File: src/rtl/prod_accum_stage.sv
// Sums LEN products into one frame result; out_valid rises the cycle after the LEN-th beat, and in_ready is low while a result waits.
// Overflow sets the sticky ovf flag. Define SATURATE_EN to clamp acc at all-ones; without it, acc wraps.
module prod_accum_stage #(
  parameter int LEN   = 8,
  parameter int ACC_W = 20,
  parameter int CNT_W = $clog2(LEN + 1)
) (
  input  logic             clk,
  input  logic             rst,
  input  logic             clr,
  input  logic [15:0]      prod,
  input  logic             in_valid,
  output logic             in_ready,
  output logic [ACC_W-1:0] out_sum,
  output logic             out_valid,
  input  logic             out_ready,
  output logic             ovf,
  output logic [CNT_W-1:0] cnt
);

  typedef enum logic [1:0] {IDLE, ACC, DONE} state_t;

  localparam logic [CNT_W-1:0] LAST = CNT_W'(LEN);

  state_t           state, state_nxt;
  logic [ACC_W-1:0] acc, acc_nxt, acc_add;
  logic [CNT_W-1:0] cnt_nxt;
  logic             ovf_nxt, out_valid_nxt;
  logic [ACC_W:0]   sum;
  logic             accept;

  // Bit ACC_W of the widened sum is the carry out of the accumulator.
  assign sum = (ACC_W + 1)'(acc) + (ACC_W + 1)'(prod);

`ifdef SATURATE_EN
  assign acc_add = sum[ACC_W] ? {ACC_W{1'b1}} : sum[ACC_W-1:0];
`else
  assign acc_add = sum[ACC_W-1:0];
`endif

  always_comb begin
    state_nxt     = state;
    acc_nxt       = acc;
    cnt_nxt       = cnt;
    ovf_nxt       = ovf;
    out_valid_nxt = out_valid;
    in_ready      = 1'b0;
    accept        = 1'b0;

    case (state)
      IDLE: begin
        in_ready = !rst;
        accept   = in_valid && in_ready;
        if (accept) begin
          acc_nxt = ACC_W'(prod);
          cnt_nxt = CNT_W'(1);
          ovf_nxt = 1'b0;
          if (LEN == 1) begin
            state_nxt     = DONE;
            out_valid_nxt = 1'b1;
          end else begin
            state_nxt = ACC;
          end
        end
      end
      ACC: begin
        in_ready = !rst;
        accept   = in_valid && in_ready;
        if (accept) begin
          acc_nxt = acc_add;
          cnt_nxt = cnt + 1'b1;
          if (sum[ACC_W]) ovf_nxt = 1'b1;
          if (cnt_nxt == LAST) begin
            state_nxt     = DONE;
            out_valid_nxt = 1'b1;
          end
        end
      end
      DONE: begin
        if (out_ready) begin
          state_nxt     = IDLE;
          out_valid_nxt = 1'b0;
        end
      end
      default: state_nxt = IDLE;
    endcase

    // Abort wins over any beat or handshake in the same cycle.
    if (clr) begin
      state_nxt     = IDLE;
      acc_nxt       = '0;
      cnt_nxt       = '0;
      ovf_nxt       = 1'b0;
      out_valid_nxt = 1'b0;
    end
  end

  always_ff @(posedge clk or posedge rst) begin
    if (rst) begin
      state     <= IDLE;
      acc       <= '0;
      cnt       <= '0;
      ovf       <= 1'b0;
      out_valid <= 1'b0;
    end else begin
      state     <= state_nxt;
      acc       <= acc_nxt;
      cnt       <= cnt_nxt;
      ovf       <= ovf_nxt;
      out_valid <= out_valid_nxt;
    end
  end

  assign out_sum = acc;

endmodule

File: config.mk
export PLATFORM = sky130hd
export DESIGN_NAME = prod_accum_stage
export DESIGN_NICKNAME = d
export VERILOG_FILES = /design/src/rtl/prod_accum_stage.sv
export SDC_FILE = /design/constraint.sdc
export NUM_CORES = 1
export LEC_CHECK = 0
export CORE_ASPECT_RATIO = 0.9
export CORE_MARGIN = 2
export CORE_UTILIZATION = 33
export CTS_BUF_LIST = sky130_fd_sc_hd__clkbuf_2
export CTS_CLUSTER_DIAMETER = 150
export DETAILED_ROUTE_END_ITERATION = 16
export DONT_BUFFER_PORTS = 1
export PLACE_DENSITY_LB_ADDON = 0.2
export RECOVER_POWER = 100
export SYNTH_ARGS = -nofsm -noshare
export SYNTH_HDL_FRONTEND = slang
export SYNTH_SLANG_ARGS = --single-unit
File: constraint.sdc
create_clock -name clk -period 6.87 [get_ports clk]
set_clock_uncertainty 0.2 [all_clocks]
set_input_delay 0.687 -clock clk [delete_from_list [all_inputs] [get_ports clk]]
set_output_delay 0.687 -clock clk [all_outputs]
set_load 0.01 [all_outputs]
Word-level counts from Yosys, hierarchy flattened
Index checks and enable logic that the tools add are counted.

Logic and storage cells: 50. Latch bits: 0. Bits in writable memories: 0. Output and inout bits: 27. Register bits: 28. ROM bits: 0. Memories: 0. Bits of input ports: 21.

Order comparisons: 0. Bitwise gates (word level): 0. Add/subtract/negate cells: 2. Equality and inequality tests: 8. Mux-type cells: 25. Shift operators: 0. Div/mod/pow operators: 0. Reduce and logical (&&, ||, !) cells: 10. $mul: 0.

Operators with widths (number): $mux W20 (3); $pmux W20 S2 (1); $add A20 B16 Y21 (1); $ne A3 B3 Y1 const B (5); $mux W4 (3); $reduce_and A4 Y1 (3); $mux W2 (5); $mux W1 (9); $pmux W4 S2 (1); $pmux W2 S3 (1); $reduce_bool A3 Y1 (2); $add A4 B1 Y4 const B (1); $eq A4 B4 Y1 const B (1); $pmux W1 S2 (2); $reduce_and A3 Y1 (1); $eq A2 B1 Y1 const B (1); $eq A2 B2 Y1 const B (1); $logic_not A2 Y1 (1); $reduce_or A2 Y1 (1); $logic_and A1 B1 Y1 (1); $logic_not A1 Y1 (1).

Depth between registers and ports, before layout
Depth in word-level cells: 6. Gate-level depth with buffers: 9. Depth with buffers taken out: 9.

Worst setup path before layout
Ideal clock, no wire load.

Path type: input port to flip-flop. Start point: in prod[0]. End point: reg acc[18], in the netlist out_sum[18]. Stages: 9. Path slack: 4.095 ns. Path buffers: 0. Arrival time: 2.506 ns. Setup time: 0.069 ns. Data required time: 6.601 ns. Cell sequence: ha_1 > inv_1 > fa_1 > and2b_1 > o2111ai_2 > a211oi_2 > nor3_1 > or4_1 > nand3_1.

Word-level cells in the longest chain between the ends: 4.

Ends and longest elaborated chain: start: declaration (RTL line 11) `input logic [15:0] prod,`; $add A20 B16 Y21 (RTL line 33) `assign sum = (ACC_W + 1)'(acc) + (ACC_W + 1)'(prod);`; $mux W20 (RTL line 69) `if (accept) begin`; $pmux W20 S2 (RTL line 50) `case (state)`; $mux W20 (RTL line 89) `if (clr) begin`; end signal: assignment (RTL line 107) `acc <= acc_nxt;`; end: declaration (RTL line 26) `logic [ACC_W-1:0] acc, acc_nxt, acc_add;`.

No other way between the ends. The select of a mux whose other input is x is not followed. A chain may end at the register's enable or synchronous reset.

Worst setup path in the final report
Start point: reg acc[0], in the netlist out_sum[0]. End point: reg acc[18], in the netlist out_sum[18].

Word-level cells in the longest chain between the ends: 4.

Ends and longest elaborated chain (RTL line): $add A20 B16 Y21 (33); $mux W20 (69); $pmux W20 S2 (50); $mux W20 (89).

No other way between the ends. The select of a mux whose other input is x is not followed.

==> impl_metrics.tcl <==
set metrics [dict create \
    clk_pin_slew_ns 0.30 \
    antenna_left 0 \
    route.met2.wl_mm 2.46 \
    seq_area_frac_synth 0.329 \
    clock_sinks 28 \
    ys_ff_latch 28 \
    maxCapViolations 1 \
    core_area_sq_um 6180 \
    dieArea_sq_um 7120 \
    rsz0062_at_grt "false" \
    vias 1821 \
    cts_max_level 1 \
    drtIter0Drc 46 \
    async_flop_share 1.00 \
    yosys-top-cells-area "dfrtp_1 33%, ha_1 10%, o21ai_1 5.4%" \
    ys_warn_count 0 \
    cp.required_ns 7.03 \
    place_inst 330 \
    clock_latency_ns 0.39 \
    grt_max_degree 29 \
    syn_area_sq_um 2130 \
    grt_pass1_wl_mm 8.71 \
    synth_flop_cell "dfrtp_1" \
    relSlewSlack -0.0987 \
    fp.dieW_microns 88.7 \
    initial_core_util 0.345 \
    status "finished, violations left" \
    syn_inst 251 \
    ir_drop_mv 0.0887 \
    cp-end-kind "flop" \
    drc 0 \
    routed.top_layer "met4" \
    cts_root_buf "clkbuf_2" \
    worstSetupStartpointType "flop" \
    final_area_sq_um 2250 \
    finalSetupViolations 0 \
    violations "capacitance limit, slew limit" \
    drive_gt1_frac 0.0363 \
    period_needed_ns 3.09 \
    synth-compound-area-share 0.292 \
    yosysUniqueCellTypes 51 \
    cts_tree "yes" \
    tightest_slew_ns 1.65 \
    die_h_microns 80.3 \
    slew_viol_final 29 \
    cts_setup_buffers 0 \
    insertedDiodeCount 0 \
    crit_type "reg -> reg" \
    ctsLongestPathBuffers 2 \
    hpwl_mm 4.04 \
    synth-xor-area-share 0.0575 \
    yosys.area_share.simple 0.165 \
    fin_crit_sh 0.450 \
    num_io_pins 48 \
    antenna_found_initial 0 \
    layout-area-overhead-vs-synth_pct 5.52 \
    rows 27 \
    syn_nets 290 \
    power.total_uw 377 \
    crit_fanout 4 \
    power_density_nw_per_um2 168 \
    fin_nets 288 \
    nFillCells 655 \
    portBuffers 0 \
    drt-vias-per-instance 5.44 \
    gr-total-overflow 0 \
    fmax_mhz 323 \
    drt-total-wl_mm 5.34 \
    synth_edf_count 0 \
    avgSynthCellArea_sq_um 8.49 \
    met1_length_mm 2.49 \
    synth_top_area_share 0.329 \
    synthAdderAreaFrac 0.109 \
    gp_congestion 0.851 \
    cts_resized 0 \
    wl_met3_microns 348 \
    grt_pass1_vias 1753 \
    muxShareOfSynthArea 0.00939 \
    hold_violations 0 \
    tns_ns 0 \
    synth_top_family_by_area "compound AO/OA/AOI/OAI gates" \
    cts_made_buffers 3 \
    hold_path.class "in -> reg" \
    grt.total_usage 0.157 \
    arrival_ns 3.26 \
    synth_top_cell_by_area "dfrtp_1" \
    layout.cells.non_filler 335 \
    place_area_sq_um 2220 \
    first_pass_iters 4 \
    p_leak_uw 0.000978 \
    wl_per_cell_microns 15.9 \
]
-- critical path: stages, from the launching register on --
cell and delay [ns]:
dfrtp_1 0.49, ha_1 0.24, inv_1 0.07, fa_1 0.36, and2b_1 0.23, o2111ai_1 0.18
a211oi_1 0.66, nor3_1 0.13, or4_1 0.42, nand3_1 0.09
-- repair_timing --
| item | CTS | global route |
|---|---|---|
| setup endpoints to repair | 0 | 0 |
| hold buffers | 1 | 0 |
| hold endpoints to repair | 28 | 0 |
-- placed cells by master, fill, tap and decap left out, drive strengths merged, types with 3 or more instances in the layout --
master,Yosys,routed
dfrtp,28,28
a211oi,4,4
a22oi,6,6
xnor2,7,7
a21oi,20,20
nor2,15,15
ha,17,17
nand2,27,27
nor3,8,8
xor2,7,7
nand2b,4,4
a21o,6,6
nand3,8,8
or3,3,3
inv,10,10
a22o,3,3
o211ai,4,4
o21ai,29,29
clkbuf,6,5
-- routing by layer --
metal | track usage | up-vias
met5 | 0 | -
met4 | 0.0273 | 0
met3 | 0.0555 | 2
met2 | 0.260 | 36
met1 | 0.199 | 861
li1 | - | 922
-- through the flow --
stage	hold slack (ns)	util	setup slack (ns)
after floorplan	0.339	-	4.09
after global placement	0.369	0.358	3.85
after detailed placement	0.377	0.358	3.82
after CTS	0.0653	0.367	4.01
after global routing	0.0343	0.364	3.54
final	0.108	0.364	3.78
-- power breakdown --
group	internal, uW	total (uW)	switching, uW
Combinational	35.2	89.8	54.6
Clock	50.0	106	55.7
Sequential	172	182	10.1
Total	257	377	120
-- cell type report --
cell class                      count  area, sq um  area share
Inverter                           10         37.5      0.0167
Sequential cell                    28          701       0.311
Multi-Input combinational cell    203         1340       0.596
Clock buffer                        3         15.0     0.00667
Tap cell                           87          109      0.0484
Timing Repair Buffer                3         17.5     0.00779
Clock inverter                      1         30.0      0.0133
-- cell usage after synthesis (2+ instances only) --
cell type   n
a211o_1     2
a211oi_1    3
a21o_1      5
a21oi_1    19
a22o_1      3
a22oi_1     6
a32oi_1     2
buf_2       4
clkbuf_1    6
dfrtp_1    28
ha_1       17
inv_1      10
mux2i_1     2
nand2_1    27
nand2b_1    4
nand3_1     8
nand4_1     2
nor2_1     14
nor3_1      8
nor3b_1     2
o211ai_1    4
o21a_1      2
o21ai_0     6
o21ai_1    23
o21bai_1    2
o22ai_1     2
or3_1       3
or4_1       2
xnor2_1     7
xor2_1      7
-- path summary, 6_finish.rpt --
path / end / from / slack, ns / cells past startpoint
worst max register to register: out_sum[18]$_DFFE_PP0P_ / out_sum[0]$_DFFE_PP0P_ / 3.78 / 9
min in group asynchronous: out_sum[3]$_DFFE_PP0P_ / rst / 1.06 / 3
worst min-delay path: out_valid$_DFFE_PP0P_ / clr / 0.11 / 1
max in group asynchronous: out_sum[16]$_DFFE_PP0P_ / rst / 4.48 / 3
worst min register to register: cnt[2]$_DFFE_PP0P_ / cnt[2]$_DFFE_PP0P_ / 0.41 / 1
worst max-delay path: out_sum[18]$_DFFE_PP0P_ / out_sum[0]$_DFFE_PP0P_ / 3.78 / 9
-- state kept, by name, indices dropped and copies added, names as in the netlist --
register / flops
out_sum: 20
out_valid: 1
ovf: 1
state: 2
cnt: 4
-- cell families (layout without fill, tap and decap cells) --
family	Yosys count	in the layout
compound gates	94	94
xor+xnor	14	14
fa+ha+maj	18	18
buf+inv	20	17
flops	28	28
mux	2	2
simple gates	75	75
Power figures use the tool's default switching activity.
